### src/rtl/iter_shift_unit.sv
// Multi-cycle shifter (SLL/SRL/SRA/ROL), up to STEP positions per clock, valid/ready on both sides.
// Define ITER_SHIFT_CARRY_EN to add the carry_out port (last bit shifted out).
module iter_shift_unit #(
  parameter int unsigned WIDTH   = 32,
  parameter int unsigned STEP    = 1,
  parameter int unsigned SHAMT_W = $clog2(WIDTH)
) (
  input  logic               clk,
  input  logic               rst_n,
  input  logic               in_valid,
  output logic               in_ready,
  input  logic [WIDTH-1:0]   data_in,
  input  logic [SHAMT_W-1:0] shamt,
  input  logic [1:0]         mode,
  output logic               out_valid,
  input  logic               out_ready,
  output logic [WIDTH-1:0]   data_out,
  output logic               busy
`ifdef ITER_SHIFT_CARRY_EN
  ,
  output logic               carry_out
`endif
);

  localparam int unsigned CW = SHAMT_W + 1;

  localparam logic [1:0] ST_IDLE  = 2'd0;
  localparam logic [1:0] ST_SHIFT = 2'd1;
  localparam logic [1:0] ST_DONE  = 2'd2;

  localparam logic [1:0] MODE_SLL = 2'b00;
  localparam logic [1:0] MODE_SRL = 2'b01;
  localparam logic [1:0] MODE_SRA = 2'b10;

  logic [1:0]         state_q, state_d;
  logic [WIDTH-1:0]   work_q, work_d;
  logic [SHAMT_W-1:0] rem_q, rem_d;
  logic [1:0]         mode_q, mode_d;
  logic               sign_q, sign_d;
  logic [WIDTH-1:0]   dout_q, dout_d;
  logic               in_ready_q, in_ready_d;
  logic               out_valid_q, out_valid_d;
  logic               busy_q, busy_d;

  logic [CW-1:0]      k_c;
  logic [WIDTH-1:0]   shift_val_c;

  // Positions moved this cycle: min(STEP, remaining), wide enough to hold STEP==WIDTH.
  always_comb begin
    k_c = CW'(STEP);
    if ({1'b0, rem_q} < CW'(STEP)) begin
      k_c = {1'b0, rem_q};
    end
  end

  // One-position shift chain, enabled for the first k_c positions.
  always_comb begin
    shift_val_c = work_q;
    for (int unsigned i = 0; i < STEP; i++) begin
      if (CW'(i) < k_c) begin
        case (mode_q)
          MODE_SLL: shift_val_c = {shift_val_c[WIDTH-2:0], 1'b0};
          MODE_SRL: shift_val_c = {1'b0, shift_val_c[WIDTH-1:1]};
          MODE_SRA: shift_val_c = {sign_q, shift_val_c[WIDTH-1:1]};
          default:  shift_val_c = {shift_val_c[WIDTH-2:0], shift_val_c[WIDTH-1]};
        endcase
      end
    end
  end

`ifdef ITER_SHIFT_CARRY_EN
  logic               carry_q, carry_d;
  logic [SHAMT_W-1:0] cy_idx_c;
  logic               cy_c;

  // Left modes lose bit WIDTH-k last, right modes lose bit k-1 last (modulo WIDTH index).
  always_comb begin
    if (mode_q == MODE_SLL || mode_q == 2'b11) begin
      cy_idx_c = SHAMT_W'(0) - k_c[SHAMT_W-1:0];
    end else begin
      cy_idx_c = k_c[SHAMT_W-1:0] - SHAMT_W'(1);
    end
    cy_c = work_q[cy_idx_c];
  end
`endif

  // Next-state and registered-output logic.
  always_comb begin
    state_d = state_q;
    work_d  = work_q;
    rem_d   = rem_q;
    mode_d  = mode_q;
    sign_d  = sign_q;
    dout_d  = dout_q;
`ifdef ITER_SHIFT_CARRY_EN
    carry_d = carry_q;
`endif
    case (state_q)
      ST_IDLE: begin
        if (in_valid && in_ready_q) begin
          work_d = data_in;
          mode_d = mode;
          sign_d = data_in[WIDTH-1];
          rem_d  = shamt;
`ifdef ITER_SHIFT_CARRY_EN
          carry_d = 1'b0;
`endif
          if (shamt == '0) begin
            dout_d  = data_in;
            state_d = ST_DONE;
          end else begin
            state_d = ST_SHIFT;
          end
        end
      end
      ST_SHIFT: begin
        work_d = shift_val_c;
        rem_d  = rem_q - SHAMT_W'(k_c);
`ifdef ITER_SHIFT_CARRY_EN
        carry_d = cy_c;
`endif
        if (rem_d == '0) begin
          dout_d  = shift_val_c;
          state_d = ST_DONE;
        end
      end
      ST_DONE: begin
        if (out_ready) begin
          state_d = ST_IDLE;
        end
      end
      default: state_d = ST_IDLE;
    endcase
    in_ready_d  = (state_d == ST_IDLE);
    out_valid_d = (state_d == ST_DONE);
    busy_d      = (state_d != ST_IDLE);
  end

  always_ff @(posedge clk) begin
    if (!rst_n) begin
      state_q     <= ST_IDLE;
      work_q      <= '0;
      rem_q       <= '0;
      mode_q      <= '0;
      sign_q      <= 1'b0;
      dout_q      <= '0;
      in_ready_q  <= 1'b1;
      out_valid_q <= 1'b0;
      busy_q      <= 1'b0;
`ifdef ITER_SHIFT_CARRY_EN
      carry_q     <= 1'b0;
`endif
    end else begin
      state_q     <= state_d;
      work_q      <= work_d;
      rem_q       <= rem_d;
      mode_q      <= mode_d;
      sign_q      <= sign_d;
      dout_q      <= dout_d;
      in_ready_q  <= in_ready_d;
      out_valid_q <= out_valid_d;
      busy_q      <= busy_d;
`ifdef ITER_SHIFT_CARRY_EN
      carry_q     <= carry_d;
`endif
    end
  end

  assign in_ready  = in_ready_q;
  assign out_valid = out_valid_q;
  assign busy      = busy_q;
  assign data_out  = dout_q;
`ifdef ITER_SHIFT_CARRY_EN
  assign carry_out = carry_q;
`endif

endmodule

### config.mk
export PLATFORM = sky130hd
export DESIGN_NAME = iter_shift_unit
export DESIGN_NICKNAME = d
export VERILOG_FILES = /design/src/rtl/iter_shift_unit.sv
export SDC_FILE = /design/constraint.sdc
export NUM_CORES = 1
export LEC_CHECK = 0
export BUFFER_PORTS_ARGS = -buffer_cell sky130_fd_sc_hd__buf_4
export CAP_MARGIN = 20
export CORE_MARGIN = 5
export CORE_UTILIZATION = 45
export CTS_BUF_LIST = sky130_fd_sc_hd__clkbuf_2 sky130_fd_sc_hd__clkbuf_4 sky130_fd_sc_hd__clkbuf_8
export CTS_CLUSTER_SIZE = 30
export DETAILED_ROUTE_END_ITERATION = 6
export PLACE_DENSITY = 0.67
export SETUP_SLACK_MARGIN = 0.15
export SKIP_LAST_GASP = 1
export SLEW_MARGIN = 10
export SYNTH_ARGS = -nofsm -noshare
export SYNTH_HDL_FRONTEND = slang
export SYNTH_SLANG_ARGS = --single-unit
### constraint.sdc
create_clock -name clk -period 2.23 [get_ports clk]
set_input_delay 0 -clock clk [delete_from_list [all_inputs] [get_ports clk]]
set_output_delay 0 -clock clk [all_outputs]
set_load 0.03 [all_outputs]
After elaboration in Yosys (flattened, before gate mapping)
Cells that the tools add are included.
- muxes and demuxes: 16
- add/sub/neg operators: 1
- equal/unequal tests: 8
- $lt $le $gt $ge: 2
- reduce and logical (&&, ||, !) cells: 11
- operators with widths (kind ; count):
    $mux 32 ; 5
    $pmux 32 s2 ; 2
    $pmux 32 s3 ; 1
    $logic_not 5->1 ; 2
    $mux 5 ; 2
    $pmux 5 s2 ; 1
    $mux 2 ; 4
    $eq 2x2->1 const B ; 3
    $logic_not 2->1 ; 3
    $lt 1x6->1 const A ; 1
    $ne 2x2->1 const B ; 3
    $pmux 2 s3 ; 1
    $lt 5x1->1 const B ; 1
    $sub 5x5->5 ; 1
    $eq 2x1->1 const B ; 2
    $reduce_and 2->1 ; 2
    $reduce_and 4->1 ; 1
    $reduce_bool 2->1 ; 2
    $logic_and 1x1->1 ; 1
- flip-flop bits (word level): 77
- input bits: 43

Depth between registers and ports, before layout
Gate-level depths: netlist (run 1).
- depth in word-level cells: 7
- mapped depth: 10
- gate-level depth less buffers: 8

Worst setup path before layout (run 1)
No wires, ideal clock.
- kind: register to register
- start point: reg rem_q[1]
- end point: reg dout_q[10], in the netlist data_out[10]
- stages on the path, launching flop included: 11
- data arrival time: 1776 ps
- buffers on the path: 3
- setup slack: 384 ps
- cell sequence: dfxtp_1 > nor2_1 > a21oi_1 > inv_1 > ha_1 > and4_1 > clkbuf_1 > or2_1 > buf_2 > buf_2 > a21oi_1
- cells in the longest elaborated chain, start to end: 6
- elaborated cells on any way between the ends: 10
- RTL lines (what ; RTL line ; source):
    start: declaration ; 37 ; logic [SHAMT_W-1:0] rem_q, rem_d;
    start signal: assignment ; 156 ; rem_q <= rem_d;
    $lt 5x1->1 ; 51 ; if ({1'b0, rem_q} < CW'(STEP)) begin
    $mux 5 ; 51 ;
    $sub 5x5->5 or $lt 1x6->1 (tied branches) ; 118, 60 ;
    $logic_not 5->1 or $mux 32 (tied branches) ; 122, 60 ;
    $ne 2x2->1 (no line) or $mux 32 (tied branches) ; - ;
    $reduce_and 4->1 (no line) or $pmux 32 s2 (tied branches) ; - ;
    end signal: assignment ; 159 ; dout_q <= dout_d;
    end: declaration ; 40 ; logic [WIDTH-1:0] dout_q, dout_d;
Several ways; a longest one is shown, not always the timed one. The select of a mux whose other input is x is not followed.
A chain may end at the register's enable or synchronous reset.

Worst setup path in the final report (run 1)
- start point: reg rem_q[2]
- end point: reg rem_q[4]
- cells in the longest elaborated chain, start to end: 4
- RTL lines (what ; RTL line ; source):
    $lt 5x1->1 ; 51 ;
    $mux 5 ; 51 ;
    $sub 5x5->5 * ; 118 ; rem_d = rem_q - SHAMT_W'(k_c);
    $pmux 5 s2 * ; 98 ; case (state_q)
Mark *: on every way between the ends. The rest lies on a longest branch, timed or not.

==> results.toml, run 1 <==
[finish]
antenna_cells = 0
nNetsFinal = 559
fin_util_pct = 58.5
final_common_cell = "buf_4"
area_delta_synth_final_pct = 25.9
drive_gt1_share_pct = 22.9
layout_common_cells = "buf_4 (91), dfxtp_1 (76), a21oi_1 (69), o21ai_0 (39), nand2_1 (37)"

[critical_path]
worstSetupStartpointType = "flop"
worst_r2r_path_depth = 8
rr_startpoint = "rem_q[2]"
arrival_ps = 2160
crit_start = "rem_q[2]"
r2r_slack_ps = 300
critical_path_class = "reg -> reg"
crit_required_ps = 2470
endpoint = "rem_q[4]"
end_kind = "flop"
cp_max_fo = 6
r2r_end = "rem_q[4]"

[route]
drtAntennaViolNets = 0
wire_per_inst_um = 17.3
avgViaCountPerCell = 5.90
dr.pass1.iters = 5
wirelength_um = 10800
num_vias = 3687
drc = 0
initialDrtViolationCount = 248

[yosys]
netlist_top_cells_area = "dfxtp_1 (40%), mux2i_1 (9.1%), a21oi_1 (9.0%)"
synthXorXnorAreaFrac_pct = 0.228
synth_top_family_by_area = "compound AO/OA/AOI/OAI gates"
avgSynthCellArea_um2 = 8.53
yosys.area.top_type_share_pct = 40.2
ys_ff_latch = 77
syn-num-nets = 494
syn_area_um2 = 3840
synthDistinctLibCells = 35
yosys.area_share.adder_pct = 0.326
yosys_warnings = 0
synth_top_area_cell = "dfxtp_1"
synthMuxAreaShare_pct = 9.13
synthSimpleGateAreaFrac_pct = 13.0
synth-seq-area-share_pct = 40.2
synth_compound_area_share_pct = 31.1
netlist_instances = 450

[floorplanning]
die_y_um = 102
initial_utilization_pct = 46.5
die_w_um = 102
dieArea_um2 = 10500
row_count = 33
ios = 78
core_region_area_um2 = 8260

[outcome]
status = "completed"

[min_path]
hp-class = "in -> reg"
worstHoldStart = "data_in[7]"

[placement]
routabilityCongestion = 0.802
io_buffer_count = 77
place_hpwl_um = 7080

[flow_run]
maxCapViolations = 0

[clocking]
cts_setup_buffers = 0
cts_buffer_depth = 2
clock_latency_ps = 360
cts-root-buf = "clkbuf_8"
h-tree-depth = 3
cts_tree = "done"
clock_sinks = 77
path_clk_slew_ps = 80
cts_buffers = 9

[global_routing]
antenna_found_initial = 0
overflow = 0
gr-usage-all-layers_pct = 20.5
grt_pass1_vias = 3444
grt_max_degree = 74
grt_pass1_wl_um = 17200

[pwr]
p_sw_share_pct = 39.7
clkPwrFrac_pct = 22.2
ir_drop_mv = 0.588
p_per_area_nw_per_um2 = 1060
leakagePower_uw = 0.00211
p_int_uw = 3080
p_seq_share_pct = 38.0
switching_power_uw = 2030
pwr-share-comb_pct = 39.8

[sta]
grt_setup_unrepaired = "false"
slew_headroom_pct = 52.7
worst_clock_skew_ps = 9.20
period_minus_slack_ps = 1930
slew_viol_final = 0
worst_slew_pin_slew_ps = 709
setup_viol = 0
fmax_mhz = 519
fin_crit_sh_pct = 86.4
timing.final.hold_violations = 0
finalSetupTns_ps = 0
-- what timing repair did --
action	in CTS	in global routing
gates resized for setup	0	1
hold endpoints to repair	15	0
hold buffers	10	0
endpoints found under the setup margin	0	25
-- routing by layer --
layer | vias up | routed length, um | GRT usage, %
met5 | - | 0 | 0
met4 | 0 | 130 | 6.76
met3 | 13 | 579 | 3.41
met2 | 120 | 5020 | 32.6
met1 | 1733 | 5090 | 28.2
li1 | 1821 | - | -
-- per-stage QoR --
stage	std cells	instance area, um^2	setup WS (ps)	hold WS, ps	power [uW]
2_1_floorplan	450	3840	384	169	3290
6_report	625	4830	302	30.1	5110
3_5_place_dp	599	4520	309	269	3970
5_1_grt	625	4830	150	53.0	5400
3_3_place_gp	599	4520	422	258	3930
4_1_cts	625	4830	273	27.1	5120
-- critical path: stages, from the launching register on --
cell	delay [ps]
dfxtp_1	450
nor2_1	60
a21oi_1	190
inv_1	70
ha_1	240
nor3_1	350
a21oi_1	130
o21ai_0	200
a21boi_0	120
-- power by group through the flow --
| stage | logic [uW] | clock network (uW) | registers (uW) |
|---|---|---|---|
| floorplan | 1160 | 0 | 2130 |
| global placement | 1970 | 0 | 1950 |
| detailed placement | 2010 | 0 | 1960 |
| CTS | 2040 | 1150 | 1930 |
| global route | 2210 | 1210 | 1980 |
| finish | 2040 | 1130 | 1940 |
-- sequential cells by signal, summed over array words and instances, names as in the netlist, 2 cells and up --
| name | count |
|---|---|
| data_out | 32 |
| work_q | 32 |
| rem_q | 5 |
| mode_q | 2 |
| state_q | 2 |
-- cells in the mapped netlist, drive strengths merged --
library cell / n
dfxtp: 77
a222oi: 2
xor2: 1
a21oi: 69
or2: 3
o21ai: 40
a32oi: 1
mux2i: 35
and4: 1
nand2b: 2
nand4: 30
and3: 1
nor2b: 6
nand3: 3
o21a: 1
nor3: 3
a31oi: 4
clkbuf: 30
a22oi: 2
a21boi: 2
nor4bb: 1
nand2: 37
inv: 4
or3: 1
nor2: 10
ha: 1
o211a: 30
o31a: 2
buf: 19
o31ai: 32
-- area by class of cell --
type	instances	area, um^2
Clock buffer	13	173
Clock inverter	3	42.5
Fill cell	753	3420
Inverter	4	15.0
Multi-Input combinational cell	320	2110
Sequential cell	77	1540
Tap cell	105	131
Timing Repair Buffer	103	823
-- worst min-delay path by stage --
stage / depth (start not counted) / endpoint / slack (ps)
6_report: 4 / work_q[7] / 30
5_1_grt: 4 / data_out[11] / 50
3_5_place_dp: 3 / mode_q[0] / 270
3_3_place_gp: 3 / mode_q[0] / 260
2_1_floorplan: 2 / sign_q / 170
4_1_cts: 4 / work_q[17] / 30
-- logic make-up after synthesis --
kind of cell	after synthesis
compound gates	185
fa+ha+maj	1
flops	77
xor+xnor	1
buf+inv	53
mux	35
simple gates	98
Power figures use the tool's default switching activity.
==> inputs of run 2 (changes only) <==
ABC_AREA = 1   (was unset)
==> results.toml, run 2 <==
[outcome]
status = "completed"

[yosys]
yosys.area_share.adder_pct = 0.295
synthDistinctLibCells = 30
synthXorXnorAreaFrac_pct = 0.207
syn-num-nets = 730
yosys.area.top_type_share_pct = 36.4
async_reset_ff_share_pct = 0
synth_compound_area_share_pct = 12.4
synth-seq-area-share_pct = 36.4
netlist_top_cells_area = "dfxtp_1 (36%), nand2_1 (17%), nand3_1 (10%)"
synthTopCellsByCount = "nand2_1 (191), nor2_1 (91), nand3_1 (85), dfxtp_1 (77), inv_1 (61)"
synthSimpleGateAreaFrac_pct = 39.8
synthMuxAreaShare_pct = 0
syn_area_um2 = 4240
synth-edff-count = 0
avgSynthCellArea_um2 = 6.18
yosysMostFrequentCell = "nand2_1"
synth_flop_cell = "dfxtp_1"
netlist_instances = 686
synth_top_family_by_area = "simple AND/OR/NAND/NOR gates"
synth_top_area_cell = "dfxtp_1"
yosys_warnings = 0
ys_ff_latch = 77

[pwr]
p_int_uw = 4580
p_seq_share_pct = 26.7
switching_power_uw = 4570
pwr-share-comb_pct = 61.6
ir_drop_mv = 0.717
p_per_area_nw_per_um2 = 1670
p_sw_share_pct = 49.9
clkPwrFrac_pct = 11.7
leakagePower_uw = 0.00269

[min_path]
worstHoldStart = "data_in[15]"
hp-class = "in -> reg"

[clocking]
cts-root-buf = "clkbuf_8"
cts_buffers = 9
clock_sinks = 77
h-tree-depth = 3
clock_latency_ps = 360
cts_buffer_depth = 2
cts_tree = "done"
path_clk_slew_ps = 90

[critical_path]
crit_required_ps = 2480
arrival_ps = 2240
crit_chain = "nor2_4, nand2_1, nand2_2, ha_4, nor2_4, nand2_2, a21oi_2, nand3_2, nand2_8, clkbuf_16, nand3_1, nand2_1, nor2_1"
cp_max_fo = 8
cpMaxStageDelayCell = "dfxtp_4"
rr_startpoint = "rem_q[1]"
worstSetupStartpointType = "flop"
crit_start = "rem_q[1]"
critPathBufInv = 1
path_delay_family = "simple AND/OR/NAND/NOR gates"
critical_path_class = "reg -> reg"
cpPeakStageDelay_ps = 390
end_kind = "flop"

[floorplanning]
row_count = 35
initial_utilization_pct = 46.1
core_region_area_um2 = 9200
die_y_um = 107
die_w_um = 107
dieArea_um2 = 11500
ios = 78

[global_routing]
grt_max_degree = 73
grt_pass1_vias = 4018
grt_pass1_wl_um = 18600
antenna_found_initial = 0
overflow = 0
gr-usage-all-layers_pct = 19.7

[finish]
antenna_cells = 0
finish.instance_area_um2 = 5480
final_common_cell = "nand2_1"
area_delta_synth_final_pct = 29.2
drive_gt1_share_pct = 20.2
nNetsFinal = 818
layout_common_cells = "nand2_1 (188), buf_4 (94), nor2_1 (89), nand3_1 (84), dfxtp_1 (73)"

[sta]
hold_slack_ps = 10.9
worst_slew_pin_slew_ps = 658
setup_viol = 0
finalSetupTns_ps = 0
slew_viol_final = 0
grt_setup_unrepaired = "false"
slew_headroom_pct = 56.2
period_minus_slack_ps = 2000
worst_clock_skew_ps = 10.8
fmax_mhz = 500
fin_crit_sh_pct = 89.6
timing.final.hold_violations = 0

[placement]
placed_area_um2 = 4880
place_hpwl_um = 7560
io_buffer_count = 77
routabilityCongestion = 0.820

[route]
avgViaCountPerCell = 5.08
dr.pass1.iters = 5
wirelength_um = 11900
drtAntennaViolNets = 0
drc = 0
wire_per_inst_um = 13.4
num_vias = 4525
initialDrtViolationCount = 330

[flow_run]
maxCapViolations = 0
run 2: final cells by class:
cell class,instances,area (um^2)
Clock buffer,10,131
Clock inverter,6,63.8
Fill cell,902,3720
Inverter,67,251
Multi-Input combinational cell,500,2330
Sequential cell,77,1550
Tap cell,111,139
Timing Repair Buffer,119,1010
run 2: cell families after synthesis:
kind of cell	count (synthesis)
simple gates	398
flops	77
compound gates	98
buf+inv	111
fa+ha+maj	1
xor+xnor	1
run 2: timing repair:
| item | 4_1_cts | 5_1_grt |
|---|---|---|
| setup endpoints to repair | 30 | 37 |
| hold endpoints to repair | 27 | 0 |
| hold buffers | 21 | 0 |
| cloned | 0 | 4 |
| buffers inserted | 1 | 4 |
| pin swaps | 2 | 5 |
| resized for setup | 4 | 18 |
run 2: worst register-to-register path: stages (launching register included):
cell	delay, ps
dfxtp_4	390
nor2_4	60
nand2_1	100
nand2_2	80
ha_4	190
nor2_4	130
nand2_2	70
a21oi_2	150
nand3_2	160
nand2_8	200
clkbuf_16	190
nand3_1	70
nand2_1	80
nor2_1	40
run 2: final timing paths:
path | to | slack, ps | cells after the start
max | data_out[8] | 230 | 13
min | work_q[15] | 10 | 4
max reg2reg | data_out[8] | 230 | 13
min reg2reg | data_out[12] | 490 | 2
run 2: layer usage:
layer	track usage [%]	wire length, um	vias to the layer above	part of all wire [%]
met3	4.27	722	18	6.1
met5	0	0	-	0
met2	30.3	5210	129	44
li1	-	-	2360	-
met4	4.57	168	0	1.4
met1	28.2	5820	2018	49
run 2: stage by stage:
stage | std cells | worst slack [ps] | util [%] | total power [uW]
2_1_floorplan | 686 | 429 | - | 6220
3_3_place_gp | 844 | 205 | 53.0 | 7430
3_5_place_dp | 844 | 10.3 | 53.0 | 7550
4_1_cts | 882 | 159 | 57.7 | 8720
5_1_grt | 890 | 95.7 | 59.6 | 9950
6_report | 890 | 232 | 59.6 | 9160
run 2: power groups by stage:
stage | combinational, uW | sequential [uW] | clock [uW]
final | 5640 | 2440 | 1070
after global routing | 6280 | 2520 | 1160
after CTS | 5210 | 2420 | 1090
after detailed placement | 5120 | 2430 | 0
after global placement | 5000 | 2430 | 0
after floorplan | 3400 | 2820 | 0
